**src/rtl/writeback_commit_unit_l1_if.sv**
```systemverilog
// Writeback/commit channel bundle: execute-pipe val/rdy inputs
// plus completion and commit notification outputs.
interface writeback_commit_unit_l1_if #(
   parameter int p_num_pipes    = 1,
   parameter int p_seq_num_bits = 5
);
   logic [p_num_pipes-1:0]                Ex_val;
   logic [p_num_pipes-1:0]                Ex_rdy;
   logic [32*p_num_pipes-1:0]             Ex_pc;
   logic [p_seq_num_bits*p_num_pipes-1:0] Ex_seq_num;
   logic [5*p_num_pipes-1:0]              Ex_waddr;
   logic [32*p_num_pipes-1:0]             Ex_wdata;
   logic [p_num_pipes-1:0]                Ex_wen;

   logic                      complete_val;
   logic [p_seq_num_bits-1:0] complete_seq_num;
   logic [4:0]                complete_waddr;
   logic [31:0]               complete_wdata;
   logic                      complete_wen;

   logic                      commit_val;
   logic [31:0]               commit_pc;
   logic [p_seq_num_bits-1:0] commit_seq_num;
   logic [4:0]                commit_waddr;
   logic [31:0]               commit_wdata;
   logic                      commit_wen;

   modport master (
      output Ex_val, Ex_pc, Ex_seq_num, Ex_waddr, Ex_wdata, Ex_wen,
      input  Ex_rdy,
      input  complete_val, complete_seq_num, complete_waddr,
      input  complete_wdata, complete_wen,
      input  commit_val, commit_pc, commit_seq_num, commit_waddr,
      input  commit_wdata, commit_wen
   );

   modport slave (
      input  Ex_val, Ex_pc, Ex_seq_num, Ex_waddr, Ex_wdata, Ex_wen,
      output Ex_rdy,
      output complete_val, complete_seq_num, complete_waddr,
      output complete_wdata, complete_wen,
      output commit_val, commit_pc, commit_seq_num, commit_waddr,
      output commit_wdata, commit_wen
   );
endinterface

```
**src/rtl/writeback_commit_unit_l1.sv**
```systemverilog
// Level-1 writeback/commit stage: fixed-priority accept from execute
// pipes into W_reg, then complete+commit notify one cycle later.
// Ports: clk, rst (sync, active-high), wb (slave: Ex_* in, notify out).
module writeback_commit_unit_l1 #(
   parameter int p_num_pipes    = 1,
   parameter int p_seq_num_bits = 5
) (
   input logic clk,
   input logic rst,
   writeback_commit_unit_l1_if.slave wb
);

   typedef struct packed {
      logic                      val;
      logic [31:0]               pc;
      logic [p_seq_num_bits-1:0] seq_num;
      logic [4:0]                waddr;
      logic [31:0]               wdata;
      logic                      wen;
   } w_reg_t;

   w_reg_t w_reg;
   w_reg_t sel;
   logic   found;
   logic   xfer;

   // Lowest valid pipe wins; with no requester, pipe 0 is shown ready.
   always_comb begin
      wb.Ex_rdy   = '0;
      found       = 1'b0;
      sel         = '0;
      sel.pc      = wb.Ex_pc[31:0];
      sel.seq_num = wb.Ex_seq_num[p_seq_num_bits-1:0];
      sel.waddr   = wb.Ex_waddr[4:0];
      sel.wdata   = wb.Ex_wdata[31:0];
      sel.wen     = wb.Ex_wen[0];
      for (int i = 0; i < p_num_pipes; i++) begin
         if (!found && wb.Ex_val[i]) begin
            found        = 1'b1;
            wb.Ex_rdy[i] = 1'b1;
            sel.pc       = wb.Ex_pc[32*i +: 32];
            sel.seq_num  = wb.Ex_seq_num[p_seq_num_bits*i +: p_seq_num_bits];
            sel.waddr    = wb.Ex_waddr[5*i +: 5];
            sel.wdata    = wb.Ex_wdata[32*i +: 32];
            sel.wen      = wb.Ex_wen[i];
         end
      end
      if (!found)
         wb.Ex_rdy[0] = 1'b1;
      if (rst)
         wb.Ex_rdy = '0;
      sel.val = 1'b1;
      xfer    = found && !rst;
   end

   always_ff @(posedge clk) begin
      if (rst) begin
         w_reg <= '0;
      end else begin
         w_reg.val <= xfer;
         if (xfer)
            w_reg <= sel;
      end
   end

   assign wb.complete_val     = w_reg.val;
   assign wb.complete_seq_num = w_reg.seq_num;
   assign wb.complete_waddr   = w_reg.waddr;
   assign wb.complete_wdata   = w_reg.wdata;
   assign wb.complete_wen     = w_reg.wen;

   assign wb.commit_val     = w_reg.val;
   assign wb.commit_pc      = w_reg.pc;
   assign wb.commit_seq_num = w_reg.seq_num;
   assign wb.commit_waddr   = w_reg.waddr;
   assign wb.commit_wdata   = w_reg.wdata;
   assign wb.commit_wen     = w_reg.wen;

   function automatic string line_trace();
      string w;
      if (w_reg.val)
         w = $sformatf("%2h:%2d:%8h", w_reg.seq_num, w_reg.waddr,
                       w_reg.wdata);
      else
         w = "                ";
      return $sformatf("%b/%b | %s", wb.Ex_val, wb.Ex_rdy, w);
   endfunction

endmodule

```
**src/flat_wrapper.sv**
```systemverilog
// flat-port wrapper written by rule: the top's interface ports become plain ports
module writeback_commit_unit_l1_flat 
#(
   parameter int p_num_pipes    = 1,
   parameter int p_seq_num_bits = 5
)
  (clk, rst, wb_Ex_val, wb_Ex_pc, wb_Ex_seq_num, wb_Ex_waddr, wb_Ex_wdata, wb_Ex_wen, wb_Ex_rdy, wb_complete_val, wb_complete_seq_num, wb_complete_waddr, wb_complete_wdata, wb_complete_wen, wb_commit_val, wb_commit_pc, wb_commit_seq_num, wb_commit_waddr, wb_commit_wdata, wb_commit_wen);
  writeback_commit_unit_l1_if #(.p_num_pipes(p_num_pipes), .p_seq_num_bits(p_seq_num_bits)) wb_i ();
  input logic clk;
  input logic rst;
  input wire logic [$bits(wb_i.Ex_val)-1:0] wb_Ex_val;
  input wire logic [$bits(wb_i.Ex_pc)-1:0] wb_Ex_pc;
  input wire logic [$bits(wb_i.Ex_seq_num)-1:0] wb_Ex_seq_num;
  input wire logic [$bits(wb_i.Ex_waddr)-1:0] wb_Ex_waddr;
  input wire logic [$bits(wb_i.Ex_wdata)-1:0] wb_Ex_wdata;
  input wire logic [$bits(wb_i.Ex_wen)-1:0] wb_Ex_wen;
  output wire logic [$bits(wb_i.Ex_rdy)-1:0] wb_Ex_rdy;
  output wire logic [$bits(wb_i.complete_val)-1:0] wb_complete_val;
  output wire logic [$bits(wb_i.complete_seq_num)-1:0] wb_complete_seq_num;
  output wire logic [$bits(wb_i.complete_waddr)-1:0] wb_complete_waddr;
  output wire logic [$bits(wb_i.complete_wdata)-1:0] wb_complete_wdata;
  output wire logic [$bits(wb_i.complete_wen)-1:0] wb_complete_wen;
  output wire logic [$bits(wb_i.commit_val)-1:0] wb_commit_val;
  output wire logic [$bits(wb_i.commit_pc)-1:0] wb_commit_pc;
  output wire logic [$bits(wb_i.commit_seq_num)-1:0] wb_commit_seq_num;
  output wire logic [$bits(wb_i.commit_waddr)-1:0] wb_commit_waddr;
  output wire logic [$bits(wb_i.commit_wdata)-1:0] wb_commit_wdata;
  output wire logic [$bits(wb_i.commit_wen)-1:0] wb_commit_wen;
  assign wb_i.Ex_val = wb_Ex_val;
  assign wb_i.Ex_pc = wb_Ex_pc;
  assign wb_i.Ex_seq_num = wb_Ex_seq_num;
  assign wb_i.Ex_waddr = wb_Ex_waddr;
  assign wb_i.Ex_wdata = wb_Ex_wdata;
  assign wb_i.Ex_wen = wb_Ex_wen;
  assign wb_Ex_rdy = wb_i.Ex_rdy;
  assign wb_complete_val = wb_i.complete_val;
  assign wb_complete_seq_num = wb_i.complete_seq_num;
  assign wb_complete_waddr = wb_i.complete_waddr;
  assign wb_complete_wdata = wb_i.complete_wdata;
  assign wb_complete_wen = wb_i.complete_wen;
  assign wb_commit_val = wb_i.commit_val;
  assign wb_commit_pc = wb_i.commit_pc;
  assign wb_commit_seq_num = wb_i.commit_seq_num;
  assign wb_commit_waddr = wb_i.commit_waddr;
  assign wb_commit_wdata = wb_i.commit_wdata;
  assign wb_commit_wen = wb_i.commit_wen;
  writeback_commit_unit_l1 #(.p_num_pipes(p_num_pipes), .p_seq_num_bits(p_seq_num_bits)) u_core (.clk(clk), .rst(rst), .wb(wb_i));
endmodule
```
**config.mk**
```make
export PLATFORM = sky130hd
export DESIGN_NAME = writeback_commit_unit_l1_flat
export DESIGN_NICKNAME = d
export VERILOG_FILES = /design/src/rtl/writeback_commit_unit_l1_if.sv /design/src/rtl/writeback_commit_unit_l1.sv /design/src/flat_wrapper.sv
export SDC_FILE = /design/constraint.sdc
export NUM_CORES = 1
export LEC_CHECK = 0
export CAP_MARGIN = 20
export CELL_PAD_IN_SITES_DETAIL_PLACEMENT = 0
export CELL_PAD_IN_SITES_GLOBAL_PLACEMENT = 2
export CORE_AREA = 2 2 127 129
export CTS_BUF_LIST = sky130_fd_sc_hd__clkbuf_4 sky130_fd_sc_hd__clkbuf_8
export DETAILED_ROUTE_END_ITERATION = 7
export DIE_AREA = 0 0 129 131
export PLACE_DENSITY = 0.82
export SLEW_MARGIN = 20
export SYNTH_ARGS = -nofsm -noshare
export SYNTH_HDL_FRONTEND = slang
export SYNTH_SLANG_ARGS = --single-unit
```
**constraint.sdc**
```tcl
create_clock -name clk -period 1.1 [get_ports clk]
set_input_delay 0.22 -clock clk [delete_from_list [all_inputs] [get_ports clk]]
set_output_delay 0.22 -clock clk [all_outputs]
set_load 0.005 [all_outputs]
```
==> run summary <==
Vias in the first global route: 2,538
CP max-delay cell: dfxtp_2
Violated checks: negative setup slack
Yosys top cell by area: dfxtp_1
Fin. Hold Viols: 0
Leakage: 0.00246 uW
FF+latch area: 0.00162 mm^2
Worst-Margin Slew: 0.434 ns
Status: finished, violations left
Pwr Total: 6370 uW
Hold_ws: 0.354 ns
Antenna Nets Post-Route: 0
WS Path Type: reg2out
CTS clock-pin slew for the worst setup and hold paths: 0.08 ns
WL/cell: 12.5 um
Reg2reg path depth: 5
Total Wirelength: 8590 um
Port Buffers: 198
CP delay by family, top: flip-flops
Slew Limit Fails: 0
Startpoint Class: flop
Multi-input logic area: 0.00104 mm^2
Die Y: 131 um
Worst-path maximum fanout: 2
Cell count after synthesis: 290
Syn Nets: 368
DR iter-0 viols: 34
Asr flop ratio synth: 0%
TritonCTS clock tree: built
Most used routing layer: met2
Worst Path Arrival: 0.91 ns
Post-synth EDFFs: 0
Crit. Startpoint: u_core.wb.commit_wdata[31]
Area share of the largest cell type after synthesis: 49.7%
Min-Delay Path Depth: 3
Top_reg_cell synth: dfxtp_1
Worst stage delay on the critical path: 0.34 ns
Final setup fails: 16
Fmax achieved: 887 MHz
Stages on the worst setup path: 2
Htree depth: 3
Pre-Repair DR Iteration Count: 4
Sequential share of the synthesized area: 49.7%
Critical Path Sink: wb_commit_wdata[31]
Vias/cell: 3.71
VDD IR max: 0.000701 V
Setup TNS: -0.267 ns
Ys Warns: 0
Synth top cells by count: dfxtp_1, mux2i_1, nor2_1, buf_4, clkbuf_1
Min Tclk post-route: 1.13 ns
Std cell rows: 46
Synth Area per Inst: 10.5 um^2
Core ar.: 0.0156 mm^2
Final nets: 545
Worst EP required: 0.88 ns
R2r setup slk: 0.14 ns
CP most frequent cell: buf_6
Most frequent cell after synthesis: dfxtp_1
Routability cong.: 0.676
Post-DP HPWL: 6110 um
Fillers: 1,670
Worst slew margin: 71.1%
Routing usage on met2: 17.7%
Syn Std Cell Area: 0.00306 mm^2
Antenna violations before repair: 0
Post-synthesis cell type count: 10
Reg-to-reg startpoint: u_core.wb.commit_wdata[9]
CTS Buf Count: 9
Crit-path cells: buf_6, buf_6
Clk root buf: clkbuf_8
Total Routing Usage GR: 10.2%
Fraction of layout cells with a size suffix above 1: 51.7%
Number of remaining DRC errors: 0
RSZ-0062 raised after global routing: true
Met1 Use GR: 11.1%
CTS sink cnt: 76
RR Endpoint: u_core.wb.commit_wdata[9]
First-pass GRT wire length: 13,100 um
Met3 Resource Use GR: 3.66%
CP bufs+invs: 2
DIE AREA: 0.0169 mm^2
Routed vias: 2,557
Worst skew pair latency: 0.35 ns
# IOs: 199
# hold bufs at CTS: 0
Initial Utilization: 19.6%
Max cap viols: 0
Synth-to-layout area growth: 62.5%
Worst setup EP type: primary output
Seq cells post-synth: 76
Clock Skews: 0 ns
Die W: 129 um
Total gr overflow: 0
Deepest clock path buffer count: 2
HP Class: in2reg
PwrDens: 1280 mW/mm^2
Synth top area cells: dfxtp_1, mux2i_1, buf_4
Setup WS post-layout: -0.0277 ns
Crit share post-route: 103%
Largest net degree at the start of global routing: 42
## where the power goes
part | internal, uW | switching, uW
Combinational | 716 | 409
Clock | 1190 | 1010
Sequential | 2950 | 103
## placed cells by master (no fill, tap or decap), types with 2 or more instances in the layout
cell | Yosys | routed
clkdlybuf4s50_1 | 0 | 75
clkinv_2 | 0 | 2
buf_12 | 4 | 3
dfxtp_2 | 0 | 76
buf_6 | 0 | 38
buf_2 | 2 | 99
clkbuf_8 | 0 | 11
mux2i_1 | 75 | 75
nor2_1 | 75 | 75
buf_4 | 49 | 12
## registers in the layout, indices dropped and copies added (netlist names)
register                  cells
u_core.wb.commit_wdata       32
u_core.wb.commit_waddr        5
u_core.wb.commit_pc          32
u_core.wb.commit_seq_num      5
u_core.wb.commit_val          1
u_core.wb.commit_wen          1
## cells by family (layout without fill, tap and decap cells)
logic type    Yosys count  after routing  synth area share (%)
buf+inv                63            245                  16.3
flops                  76             76                  49.7
mux                    75             75                  24.5
other cells             0              1                     0
simple gates           76             76                  9.41
## worst reg2reg max path: cells and delay by family (launching register included)
family                 cells  cell delay (ns)
buffers and inverters      3             0.35
DFF                        1             0.33
muxes                      1             0.11
and+or+nand+nor            1             0.05
## routing by layer
layer  up-vias  wire [um]
met4         0        152
met2       135       4150
met3        11        769
li1       1250          -
met5         -          0
met1      1161       3510
## timing repair
item	in CTS	in global routing
setup buffers	26	1
pin swaps	0	0
resized for setup	591	2
setup endpoints to repair	121	22
## metrics by stage
stage	cell area (um^2)	setup slack, ns	util (%)	cells
6_report	4970	-0.0277	31.9	689
5_1_grt	4970	-0.0815	31.9	688
4_1_cts	4990	-0.0705	32.0	691
3_5_place_dp	4900	-0.0614	31.4	649
3_3_place_gp	4900	-0.0566	31.4	649
2_1_floorplan	3060	0.154	-	290
## layout make-up
cell class / count / share of cell area [%]
tap: 216 / 5.44
clock inverter: 4 / 0.956
clock buffer: 12 / 3.20
inverter: 1 / 0.0755
multi-input combinational: 151 / 20.9
timing repair buffer: 228 / 36.9
sequential: 76 / 32.5
antenna: 1 / 0.0503
## worst min-delay path by stage
stage | startpoint | end | slack, ns
2_1_floorplan | wb_Ex_pc[31] | u_core.wb.commit_pc[31] | 0.37
3_3_place_gp | u_core.wb.commit_pc[17] | u_core.wb.commit_pc[17] | 0.47
3_5_place_dp | u_core.wb.commit_pc[11] | u_core.wb.commit_pc[11] | 0.48
4_1_cts | wb_Ex_val | u_core.wb.commit_val | 0.32
5_1_grt | wb_Ex_val | u_core.wb.commit_val | 0.33
6_report | wb_Ex_val | u_core.wb.commit_val | 0.35
(Power assumes the default switching activity.)
